File: src/rtl/pc_fetch_sequencer.sv
// PC owner and fetch/execute sequencer: REQ -> WAIT -> EXEC per instruction, stopping in HALTED.
// Define MISALIGN_TRAP_EN to trap (TRAP state, Fault=1) on a misaligned next PC.
module pc_fetch_sequencer #(
   parameter logic [63:0] RESET_PC = 64'h0,
   parameter int unsigned CNT_W    = 32
) (
   input  logic             CLK,
   input  logic             Reset,
   output logic             IMemReqValid,
   input  logic             IMemReqReady,
   output logic [63:0]      IMemAddr,
   input  logic             IMemRespValid,
   input  logic [31:0]      IMemRespData,
   output logic [31:0]      Instruction,
   output logic             InstrValid,
   input  logic             ExecDone,
   input  logic             Branch,
   input  logic             Uncondbranch,
   input  logic             ALUZero,
   input  logic [63:0]      SignExtImm64,
   input  logic             Halt,
   output logic [63:0]      CurrentPC,
   output logic [CNT_W-1:0] Retired,
   output logic             Halted,
   output logic             Fault
);

`ifdef MISALIGN_TRAP_EN
   typedef enum logic [2:0] {StReq, StWait, StExec, StHalted, StTrap} state_e;
`else
   typedef enum logic [2:0] {StReq, StWait, StExec, StHalted} state_e;
`endif

   state_e           r_state;
   logic [63:0]      r_pc;
   logic [31:0]      r_instr;
   logic [CNT_W-1:0] r_retired;

   state_e           w_state_nxt;
   logic [63:0]      w_pc_nxt;
   logic [31:0]      w_instr_nxt;
   logic [CNT_W-1:0] w_retired_nxt;
   logic             w_taken;
   logic [63:0]      w_next_pc;

   // Branch inputs only matter on the ExecDone cycle; the adders wrap modulo 2^64.
   assign w_taken   = Uncondbranch | (Branch & ALUZero);
   assign w_next_pc = w_taken ? (r_pc + SignExtImm64) : (r_pc + 64'd4);

   always_ff @(posedge CLK) begin
      if (Reset) begin
         r_state   <= StReq;
         r_pc      <= RESET_PC;
         r_instr   <= 32'h0;
         r_retired <= '0;
      end else begin
         r_state   <= w_state_nxt;
         r_pc      <= w_pc_nxt;
         r_instr   <= w_instr_nxt;
         r_retired <= w_retired_nxt;
      end
   end

   always_comb begin
      w_state_nxt   = r_state;
      w_pc_nxt      = r_pc;
      w_instr_nxt   = r_instr;
      w_retired_nxt = r_retired;
      unique case (r_state)
         StReq: begin
            if (IMemReqReady) begin
               w_state_nxt = StWait;
            end
         end
         StWait: begin
            if (IMemRespValid) begin
               w_instr_nxt = IMemRespData;
               w_state_nxt = StExec;
            end
         end
         StExec: begin
            if (ExecDone) begin
               w_retired_nxt = r_retired + CNT_W'(1);
`ifdef MISALIGN_TRAP_EN
               // A misaligned target still retires the instruction but leaves the PC alone.
               if (w_next_pc[1:0] != 2'b00) begin
                  w_state_nxt = StTrap;
               end else begin
                  w_pc_nxt    = w_next_pc;
                  w_state_nxt = Halt ? StHalted : StReq;
               end
`else
               w_pc_nxt    = w_next_pc;
               w_state_nxt = Halt ? StHalted : StReq;
`endif
            end
         end
         default: begin
            w_state_nxt = r_state;
         end
      endcase
   end

   assign IMemReqValid = (r_state == StReq);
   assign IMemAddr     = r_pc;
   assign InstrValid   = (r_state == StExec);
   assign Instruction  = r_instr;
   assign CurrentPC    = r_pc;
   assign Retired      = r_retired;

`ifdef MISALIGN_TRAP_EN
   assign Halted = (r_state == StHalted) || (r_state == StTrap);
   assign Fault  = (r_state == StTrap);
`else
   assign Halted = (r_state == StHalted);
   assign Fault  = 1'b0;
`endif

endmodule

File: config.mk
export PLATFORM = sky130hd
export DESIGN_NAME = pc_fetch_sequencer
export DESIGN_NICKNAME = d
export VERILOG_FILES = /design/src/rtl/pc_fetch_sequencer.sv
export SDC_FILE = /design/constraint.sdc
export NUM_CORES = 1
export LEC_CHECK = 0
export ABC_CLOCK_PERIOD_IN_PS = 3100
export BUFFER_PORTS_ARGS = -buffer_cell sky130_fd_sc_hd__buf_2
export CAP_MARGIN = 20
export CELL_PAD_IN_SITES_DETAIL_PLACEMENT = 0
export CELL_PAD_IN_SITES_GLOBAL_PLACEMENT = 1
export CORE_ASPECT_RATIO = 1.75
export CORE_UTILIZATION = 34
export CTS_CLUSTER_DIAMETER = 30
export DETAILED_ROUTE_END_ITERATION = 6
export PLACE_DENSITY = 0.86
export SLEW_MARGIN = 20
export SYNTH_ARGS = -nofsm -noshare
export SYNTH_HDL_FRONTEND = slang
export SYNTH_SLANG_ARGS = --single-unit
File: constraint.sdc
create_clock -name CLK -period 3.1 [get_ports CLK]
set_input_delay 0.31 -clock CLK [delete_from_list [all_inputs] [get_ports CLK]]
set_output_delay 0.31 -clock CLK [all_outputs]
set_load 0.01 [all_outputs]
==> impl_summary.log <==
INFO  metric core-area = 0.03142 mm^2
INFO  metric post_synth_and_or_nand_nor_area_fraction = 24.97%
INFO  metric vias_in_the_first_global_route = around 12000
INFO  metric io_pins = 301
INFO  metric final_antenna_net_count = 0
INFO  metric worstSetupPathType = flip-flop to flip-flop
INFO  metric synth.top_cell.area_share = about a quarter
INFO  metric post_synth_main_area_contributors = dfxtp_1 (24%), a21oi_1 (8.9%), ha_1 (8.0%)
INFO  metric critical_path_arrival = 3320 ps
INFO  metric synth.yosys.seq_area_share = 24.07%
INFO  metric largest_family_of_logic_cells_by_synthesized_area = compound AO/OA/AOI/OAI gates
INFO  metric finish.net_count = 1981
INFO  metric globalplace.congestion = 0.9393
INFO  metric initial_utilization = 34.41%
INFO  metric ratio_of_routed_vias_to_standard_cells = 5.613
INFO  metric clk_path_buf_depth = 2
INFO  metric synthesis.yosys.warnings = 0
INFO  metric timing.hold.worst_path_depth = 3
INFO  metric placement_rows = 86
INFO  metric synth.cell_area = between 0.01 and 0.015 mm^2
INFO  metric worst_r2r_path_depth = 10
INFO  metric totalWireLength = 41220 um
INFO  metric synth-compound-area-share = 27.62%
INFO  metric timing.final.max_slew_violations = 0
INFO  metric finalCritPeriodShare = 95.44%
INFO  metric place_worst_setup_slack = -174.9 ps
INFO  metric max_cap_violations = 0
INFO  metric design.die.area = 0.03254 mm^2
INFO  metric power = 4.726 mW
INFO  metric cts_tree = done
INFO  metric grt_first_pass_wirelength = 62620 um
INFO  metric min_delay_path_class = input port to flip-flop
INFO  metric main_flop_type_after_synthesis = dfxtp_1
INFO  metric yosys.cell_types.count = just under 80
INFO  metric finalHoldViolCount = 0
INFO  metric detailedRoute.firstPassIterationCount = 5
INFO  metric die_width = between 100 and 150 um
INFO  metric cts.hold.buffers_added = 0
INFO  metric timing.critical_path.required = between 3000 and 4000 ps
INFO  metric yosys-mux-area-fraction = 0.3704%
INFO  metric synth_common_cells = nand2_1 (195), a21oi_1 (192), dfxtp_1 (130)
INFO  metric cts_buffers = 17
INFO  metric async_reset_ff_share = 0%
INFO  metric power.density_cell_area = around 340 mW/mm^2
INFO  metric postLayoutCellArea = around 0.014 mm^2
INFO  metric regToRegSetupSlack = between 100 and 150 ps
INFO  metric worstSetupEndpointType = flip-flop
INFO  metric outcome = finished clean
INFO  metric hpwl = 32180 um
INFO  metric skew = 13.62 ps
INFO  metric antenna-diode-count = 0
INFO  metric drive_gt1_share = 28.20%
INFO  metric post_synth.cell_area_avg = 7.169 um^2
INFO  metric cellLeakagePower = 6.095 nW
INFO  metric clock-sinks = 130
INFO  metric timing.hold.ws = around 100 ps
INFO  metric clkTransAtPathRegs = 70 ps
INFO  metric initial_antenna_violation_count = 0
INFO  metric period_minus_slack = 2959 ps
INFO  metric first_iter_violations = approximately 760
INFO  metric place_area = between 0.01 and 0.015 mm^2
INFO  metric cts_root_buf = clkbuf_16
INFO  metric grt-ovfl-total = 0
INFO  metric crit_start_category = flip-flop
INFO  metric setup_slack = about 140 ps
INFO  metric ys_ff_latch = 130
INFO  metric fmaxAchievable = 0.3380 GHz
INFO  metric pin_count_of_the_biggest_net_entering_global_routing = 67
INFO  metric synthCells = 1508
INFO  metric insertion_delay = 440 ps
INFO  metric numPortBuffers = approximately 300
INFO  metric die_height = 237.9 um
INFO  metric synth_nets = 1683
INFO  metric worst_ir_drop_vdd = approximately 0.40 mV
INFO  metric path_max_fanout = 5
INFO  metric report.final.setup_viol = 0
INFO  metric post_synthesis_adder_cell_area_fraction = under 10%
INFO  metric h-tree-depth = 4
INFO  metric synth_top_cell_by_area = dfxtp_1
INFO  metric yosys.cell_count.top_type = nand2_1
INFO  metric worstMarginPinSlew = 1048 ps
INFO  metric synth_xor_xnor_area_share = 5.914%
INFO  metric via_total_after_detailed_routing = 12430
INFO  metric detail_route.drc_violations = 0
INFO  metric area_delta_synth_final = 26.86%
INFO  metric synth_enable_flop_cells = 0
INFO  metric avgRoutedWirePerCell = 18.61 um
INFO  metric global_route.usage.total = 24.95%
INFO  metric headroom_to_the_max_slew_limit = between 20 and 30%
registers in the layout (all words and copies together), names as in the netlist:
register / count
Instruction: 32
r_state: 2
Retired: 32
CurrentPC: 64
through the flow:
| step | utilization [%] | instances | TNS [ps] |
|---|---|---|---|
| 2_1_floorplan | - | 1508 | 0 |
| 6_report | 43.65 | 2215 | 0 |
| 3_5_place_dp | 41.24 | 2182 | -841.1 |
| 4_1_cts | 43.08 | 2214 | 0 |
| 5_1_grt | 43.65 | 2215 | -26.41 |
| 3_3_place_gp | 41.24 | 2182 | -818.3 |
placed cells by master, fill, tap and decap left out, drive strengths merged, types with 5 or more instances in the layout:
cell,count
a2111oi,9
a211oi,26
a21boi,6
a21o,37
a21oi,192
a221oi,7
a311oi,7
a31oi,12
and2,6
and3,19
and4,7
buf,429
clkbuf,19
clkinv,5
dfxtp,130
ha,69
inv,37
nand2,195
nand2b,7
nand3,50
nand4,51
nor2,128
nor2b,9
nor3,38
nor4,12
o211ai,9
o21a,10
o21ai,105
o21bai,14
o221ai,5
o22ai,14
or2,7
or3,18
or4,6
xnor2,38
xor2,35
cell type report:
class	instances	area [um^2]
multi-input combinational	1194	7443
timing repair buffer	429	2475
inverter	34	127.6
fill	3236	17710
tap	396	495.5
clock inverter	13	126.4
sequential	130	2604
clock buffer	19	442.9
worst max-delay path: stages, from the launching register on:
cell and delay [ps]:
dfxtp_1 320, ha_1 380, nand3_1 140, or4_4 560, a21oi_2 170, a2bb2oi_2 220
o21ai_2 110, a31oi_4 310, a41oi_2 230, a211o_1 350, o211ai_1 90
timing repair:
item                                    4_1_cts  5_1_grt
pin swaps                                     0        3
endpoints found under the setup margin        3       19
buffers inserted                              0        1
resized for setup                             2       32
logic make-up after synthesis:
family | Yosys count
AND/OR/NAND/NOR | 562
AO/OA/AOI/OAI | 484
buffers and inverters | 184
flip-flops | 130
XOR/XNOR | 73
adder cells (fa/ha/maj) | 70
multiplexers | 4
other | 1
report_power, final:
group / switching (mW) / internal (mW)
Clock: 0.877 / 1.13
Combinational: 0.576 / 0.370
Sequential: 0.0408 / 1.73
layer usage:
layer	track usage [%]	wire length [um]
met1	23.92	14400
met2	46.90	21740
met3	3.803	2074
met4	18.48	3005
met5	0	0
final timing paths:
check | start | endpoint
max | CurrentPC[19] | CurrentPC[54]
min | IMemRespData[12] | Instruction[12]
max reg2reg | CurrentPC[19] | CurrentPC[54]
min reg2reg | Instruction[24] | Instruction[24]
Power figures use the tool's default switching activity.
